## src/rtl/uart_tx.sv

```systemverilog
// uart_tx: bus-mapped UART transmitter with a byte FIFO.
// Frame: start(0), 8 data bits LSB first, even parity, stop(1).
`default_nettype none

module uart_tx #(
    parameter int          clk_tx     = 50000,
    parameter int          Baudrate   = 10000,
    parameter int          BitClks    = clk_tx / Baudrate,
    parameter logic [31:0] address_tx = 32'h0040_0104,
    parameter int          FIFO_DEPTH = 4
) (
    input  logic        clk,
    input  logic        reset,
    input  logic [31:0] address,
    input  logic        we,
    input  logic [7:0]  data_in,
    output logic        data_tx,
    output logic        busy,
    output logic        full,
    output logic        empty,
    output logic        overflow
);

    localparam int AW = $clog2(FIFO_DEPTH);
    localparam int BW = $clog2(BitClks);

    localparam logic [2:0] S_IDLE   = 3'd0;
    localparam logic [2:0] S_START  = 3'd1;
    localparam logic [2:0] S_DATA   = 3'd2;
    localparam logic [2:0] S_PARITY = 3'd3;
    localparam logic [2:0] S_STOP   = 3'd4;

    logic [2:0]    state;
    logic [2:0]    state_nxt;
    logic [BW-1:0] bcnt;
    logic [2:0]    idx;
    logic [7:0]    sh;
    logic [7:0]    sh_nxt;
    logic          par;
    logic          par_nxt;
    logic          tx_nxt;
    logic          bit_end;
    logic          pop;
    logic          push;
    logic          wr_hit;
    logic [7:0]    head;

    logic [7:0]    mem [FIFO_DEPTH];
    logic [AW-1:0] wptr;
    logic [AW-1:0] rptr;
    logic [AW:0]   count;

    assign wr_hit  = we && (address == address_tx);
    assign push    = wr_hit && !full;
    assign head    = mem[rptr];
    assign bit_end = (bcnt == BW'(BitClks - 1));

    assign empty = (count == '0);
    assign full  = (count == (AW+1)'(FIFO_DEPTH));
    assign busy  = (state != S_IDLE);

    // FIFO storage carries no reset; only pointers and count are flushed.
    always_ff @(posedge clk) begin
        if (push) begin
            mem[wptr] <= data_in;
        end
    end

    always_ff @(posedge clk or negedge reset) begin
        if (!reset) begin
            wptr     <= '0;
            rptr     <= '0;
            count    <= '0;
            overflow <= 1'b0;
        end else begin
            overflow <= wr_hit && full;
            if (push) begin
                wptr <= wptr + 1'b1;
            end
            if (pop) begin
                rptr <= rptr + 1'b1;
            end
            case ({push, pop})
                2'b10:   count <= count + 1'b1;
                2'b01:   count <= count - 1'b1;
                default: count <= count;
            endcase
        end
    end

    always_ff @(posedge clk or negedge reset) begin
        if (!reset) begin
            state <= S_IDLE;
        end else begin
            state <= state_nxt;
        end
    end

    always_comb begin
        state_nxt = state;
        pop       = 1'b0;
        case (state)
            S_IDLE: begin
                if (!empty) begin
                    pop       = 1'b1;
                    state_nxt = S_START;
                end
            end
            S_START: begin
                if (bit_end) state_nxt = S_DATA;
            end
            S_DATA: begin
                if (bit_end && (idx == 3'd7)) state_nxt = S_PARITY;
            end
            S_PARITY: begin
                if (bit_end) state_nxt = S_STOP;
            end
            S_STOP: begin
                if (bit_end) begin
                    if (!empty) begin
                        pop       = 1'b1;
                        state_nxt = S_START;
                    end else begin
                        state_nxt = S_IDLE;
                    end
                end
            end
            default: state_nxt = S_IDLE;
        endcase
    end

    // The line value is computed from next-state data so data_tx can be a flop.
    always_comb begin
        sh_nxt  = sh;
        par_nxt = par;
        if (pop) begin
            sh_nxt  = head;
            par_nxt = ^head;
        end else if ((state == S_DATA) && bit_end) begin
            sh_nxt = {1'b0, sh[7:1]};
        end
        case (state_nxt)
            S_START:  tx_nxt = 1'b0;
            S_DATA:   tx_nxt = sh_nxt[0];
            S_PARITY: tx_nxt = par_nxt;
            default:  tx_nxt = 1'b1;
        endcase
    end

    always_ff @(posedge clk or negedge reset) begin
        if (!reset) begin
            bcnt    <= '0;
            idx     <= '0;
            sh      <= '0;
            par     <= 1'b0;
            data_tx <= 1'b1;
        end else begin
            sh      <= sh_nxt;
            par     <= par_nxt;
            data_tx <= tx_nxt;
            if ((state == S_IDLE) || bit_end) begin
                bcnt <= '0;
            end else begin
                bcnt <= bcnt + 1'b1;
            end
            if (state != S_DATA) begin
                idx <= '0;
            end else if (bit_end) begin
                idx <= idx + 1'b1;
            end
        end
    end

endmodule

`default_nettype wire

```

## config.mk

```make
export PLATFORM = sky130hd
export DESIGN_NAME = uart_tx
export DESIGN_NICKNAME = d
export VERILOG_FILES = /design/src/rtl/uart_tx.sv
export SDC_FILE = /design/constraint.sdc
export NUM_CORES = 1
export LEC_CHECK = 0
export BUFFER_PORTS_ARGS = -buffer_cell sky130_fd_sc_hd__clkbuf_2
export CORE_MARGIN = 8
export CORE_UTILIZATION = 28
export CTS_CLUSTER_DIAMETER = 30
export CTS_CLUSTER_SIZE = 20
export DETAILED_ROUTE_END_ITERATION = 10
export HOLD_SLACK_MARGIN = 0.05
export PLACE_DENSITY = 0.54
export SLEW_MARGIN = 20
export SYNTH_ARGS = -nofsm -noshare
export SYNTH_HDL_FRONTEND = slang
export SYNTH_SLANG_ARGS = --single-unit
```

## constraint.sdc

```tcl
create_clock -name clk -period 3.8 [get_ports clk]
set_clock_uncertainty 0.1 [all_clocks]
set_input_delay 0.76 -clock clk [delete_from_list [all_inputs] [get_ports clk]]
set_output_delay 0.76 -clock clk [all_outputs]
set_load 0.01 [all_outputs]
```

==> flow_metrics.tcl <==
set metrics [dict create \
    drt_iter0_markers 24 \
    nNetsFinal 297 \
    seq_area_frac_synth_pct 62.0 \
    top_layer "met4" \
    dp_worst_setup_slack_ns 0.726 \
    grt_overflow 0 \
    synth_enable_flop_cells 32 \
    vias_post_dr 1596 \
    timing.setup.tns_ns 0 \
    clock_latency_ns 0.34 \
    timing.hold.ws_ns 0.357 \
    cts_buffers 9 \
    hold_viol_final 0 \
    finish.cell_count_without_fillers 360 \
    critPathRequiredTime_ns 3.92 \
    timing.final.crit_period_ns 2.70 \
    final_antenna_net_count 0 \
    met1Wirelength_mm 2.29 \
    slowest_delay_ns 0.56 \
    timing.critical_path.cells "clkbuf_2 -> nor4b_1 -> nand4_1 -> nor4_2 -> inv_1 -> ha_1 -> inv_1 -> fa_1 -> xor2_1 -> nor2_1 -> xor2_1" \
    setup.worst_path.class "in2reg" \
    clock_path_buffers 2 \
    slew_violations 0 \
    combinational_family_with_the_most_area_after_synthesis "simple AND/OR/NAND/NOR gates" \
    clockRootBuffer "sky130_fd_sc_hd__clkbuf_8" \
    power.ir.vdd_worst_mv 0.199 \
    wl_per_cell_um 14.2 \
    number_of_global_route_vias_before_repair 1749 \
    setup_viol 0 \
    die_h_um 113 \
    antennaDiodeCount 0 \
    grt_pass1_wl_mm 8.77 \
    worst_ep_arrival_time_ns 2.82 \
    drt-vias-per-instance 4.43 \
    clock-sinks 59 \
    postSynthCellCount 190 \
    fillers 913 \
    yosys.cell_count.top_type "sky130_fd_sc_hd__edfxtp_1" \
    synth_area_per_cell_um2 13.9 \
    start_kind "primary input" \
    post_synth_fa_ha_maj_area_fraction_pct 5.02 \
    io_pins 48 \
    yosys_warnings 0 \
    synth.largest_area_cell "sky130_fd_sc_hd__edfxtp_1" \
    met2_wirelength_mm 2.55 \
    layout.area.seq_mm2 0.00164 \
    worst-slew-pin-transition_ns 0.699 \
    grt_util_all_layers_pct 8.81 \
    synth.cell_area_mm2 0.00264 \
    cts_tree "yes" \
    synth-seq-cells 59 \
    post_synth_num_cell_types 34 \
    post_route_drc 0 \
    synth-simple-area-share_pct 11.2 \
    floorplan.die_area_mm2 0.0128 \
    max-cap-violations 0 \
    mappedNetlistNets 243 \
    placed_cells 344 \
    post_cts_buffers 0 \
    run_status "completed" \
    power_per_cell_area_mw_per_mm2 428 \
    total_wirelength_of_the_detailed_routed_design_mm 5.10 \
    rsz0062_at_grt "no" \
    post_synth_xor_area_fraction_pct 4.97 \
    cts.reportedPaths.clkPinSlew_ns 0.07 \
    crit_path_max_fanout 7 \
    antenna_found_initial 0 \
    compound_gate_portion_of_the_synthesized_area_pct 3.79 \
    async_reset_ff_share_pct 45.8 \
    worst_slew_margin_rel_pct 53.4 \
    max_freq_mhz 371 \
    holdCritPathClass "in2async" \
    placement.io_buffers 47 \
    setup_slack_ns 1.10 \
    placement_rows 35 \
    multiInputGateArea_um2 948 \
    finalCritPeriodShare_pct 71.0 \
    cts_repair_resize_count 0 \
    fp.dieW_um 113 \
    dr.pass1.iters 4 \
    pin_count_of_the_biggest_net_entering_global_routing 28 \
    synth_top_cells_by_area "sky130_fd_sc_hd__edfxtp_1, sky130_fd_sc_hd__dfrtp_1, sky130_fd_sc_hd__mux4_2" \
    routabilityCongestion 0.737 \
    hpwlAfterDp_mm 3.73 \
    route.met3.wl_um 161 \
    htree_levels 3 \
    core_region_area_mm2 0.00920 \
    crit_path_top_delay_cell "sky130_fd_sc_hd__nor4_2" \
    synthFlopType "sky130_fd_sc_hd__edfxtp_1" \
    final_core_util_pct 34.9 \
    synth_common_cells "sky130_fd_sc_hd__edfxtp_1, sky130_fd_sc_hd__dfrtp_1, sky130_fd_sc_hd__nand2_1" \
    drive_above_1_share_pct 30.5 \
    hold_buffers 0 \
    synth.top_cell.area_share_pct 36.4 \
    critPathCaptureType "flip-flop" \
    synth.mux.area_fraction_pct 10.7 \
    cellLeakagePower_nw 1.32 \
    floorplan.initialDensity_pct 28.7 \
    syn2layout_area_growth_pct 21.5 \
]
==> layer usage <==
metal | track usage (%) | up-vias
met5 | 0 | -
met4 | 4.26 | 0
met3 | 3.09 | 9
met2 | 14.2 | 21
met1 | 10.2 | 768
li1 | - | 798
==> logic make-up (layout without fill, tap and decap cells) <==
| group | count (synthesis) | in the layout |
|---|---|---|
| DFF | 59 | 59 |
| and+or+nand+nor | 56 | 56 |
| AOI/OAI and AO/OA | 18 | 18 |
| muxes | 18 | 18 |
| xor gates and xnor gates | 15 | 15 |
| buffers and inverters | 14 | 73 |
| adders and majority gates | 10 | 10 |
==> sequential cells by signal (all words and copies together) (netlist names) <==
signal / count
mem: 32
overflow: 1
count: 3
data_tx: 1
sh: 8
par: 1
wptr: 2
bcnt: 3
rptr: 2
idx: 3
state: 3
==> critical path: cells and delay by family <==
| kind | cells | cell delay [ns] |
|---|---|---|
| AND/OR/NAND/NOR | 4 | 1.12 |
| adder cells (fa/ha/maj) | 2 | 0.40 |
| XOR/XNOR | 2 | 0.30 |
| buffers and inverters | 3 | 0.25 |
==> metrics by stage <==
stage / cell area, um^2 / power, mW
detailed placement: 3000 / 0.784
floorplan: 2640 / 0.746
global route: 3210 / 1.43
global placement: 3000 / 0.781
CTS: 3210 / 1.39
finish: 3210 / 1.37
==> path summary, 6_finish.rpt <==
| kind | cells past startpoint | from | slack [ns] | to |
|---|---|---|---|---|
| setup / recovery | 11 | address[1] | 1.10 | count[2]$_DFFE_PN0P_ |
| hold / removal | 1 | reset | 0.36 | bcnt[0]$_DFF_PN0_ |
| setup reg to reg | 11 | bcnt[0]$_DFF_PN0_ | 1.30 | count[2]$_DFFE_PN0P_ |
| hold reg to reg | 1 | count[0]$_DFFE_PN0P_ | 0.41 | count[0]$_DFFE_PN0P_ |
| max in group asynchronous | 1 | reset | 2.79 | sh[5]$_DFFE_PN0P_ |
| min in group clk | 1 | count[0]$_DFFE_PN0P_ | 0.41 | count[0]$_DFFE_PN0P_ |
==> final cells by class <==
class | count | area share (%)
tap | 111 | 4.33
inverter | 9 | 1.05
clock buffer | 11 | 4.09
multi-input combinational | 117 | 29.5
timing repair buffer | 48 | 7.56
clock inverter | 5 | 2.42
sequential | 59 | 51.0
==> placed cells by master, fill, tap and decap left out, types with 3 or more instances in the layout <==
| cell type | n |
|---|---|
| sky130_fd_sc_hd__clkbuf_2 | 47 |
| sky130_fd_sc_hd__edfxtp_1 | 32 |
| sky130_fd_sc_hd__dfrtp_1 | 26 |
| sky130_fd_sc_hd__nand2_1 | 20 |
| sky130_fd_sc_hd__xnor2_1 | 11 |
| sky130_fd_sc_hd__o21ai_0 | 10 |
| sky130_fd_sc_hd__inv_1 | 9 |
| sky130_fd_sc_hd__ha_1 | 9 |
| sky130_fd_sc_hd__clkbuf_8 | 9 |
| sky130_fd_sc_hd__mux2i_1 | 8 |
| sky130_fd_sc_hd__mux4_2 | 8 |
| sky130_fd_sc_hd__nor2_1 | 7 |
| sky130_fd_sc_hd__and2_1 | 6 |
| sky130_fd_sc_hd__nor4_1 | 6 |
| sky130_fd_sc_hd__xor2_1 | 4 |
| sky130_fd_sc_hd__a21oi_1 | 4 |
| sky130_fd_sc_hd__nor3_1 | 3 |
| sky130_fd_sc_hd__and3_1 | 3 |
==> power by group <==
part	leakage, nW	total [mW]	internal (mW)	switching (mW)
Clock	0.103	0.604	0.367	0.237
Sequential	0.656	0.712	0.700	0.0121
Combinational	0.561	0.0572	0.0302	0.0271
Total	1.32	1.37	1.10	0.276
No activity file was read; power rests on OpenSTA's default activity.
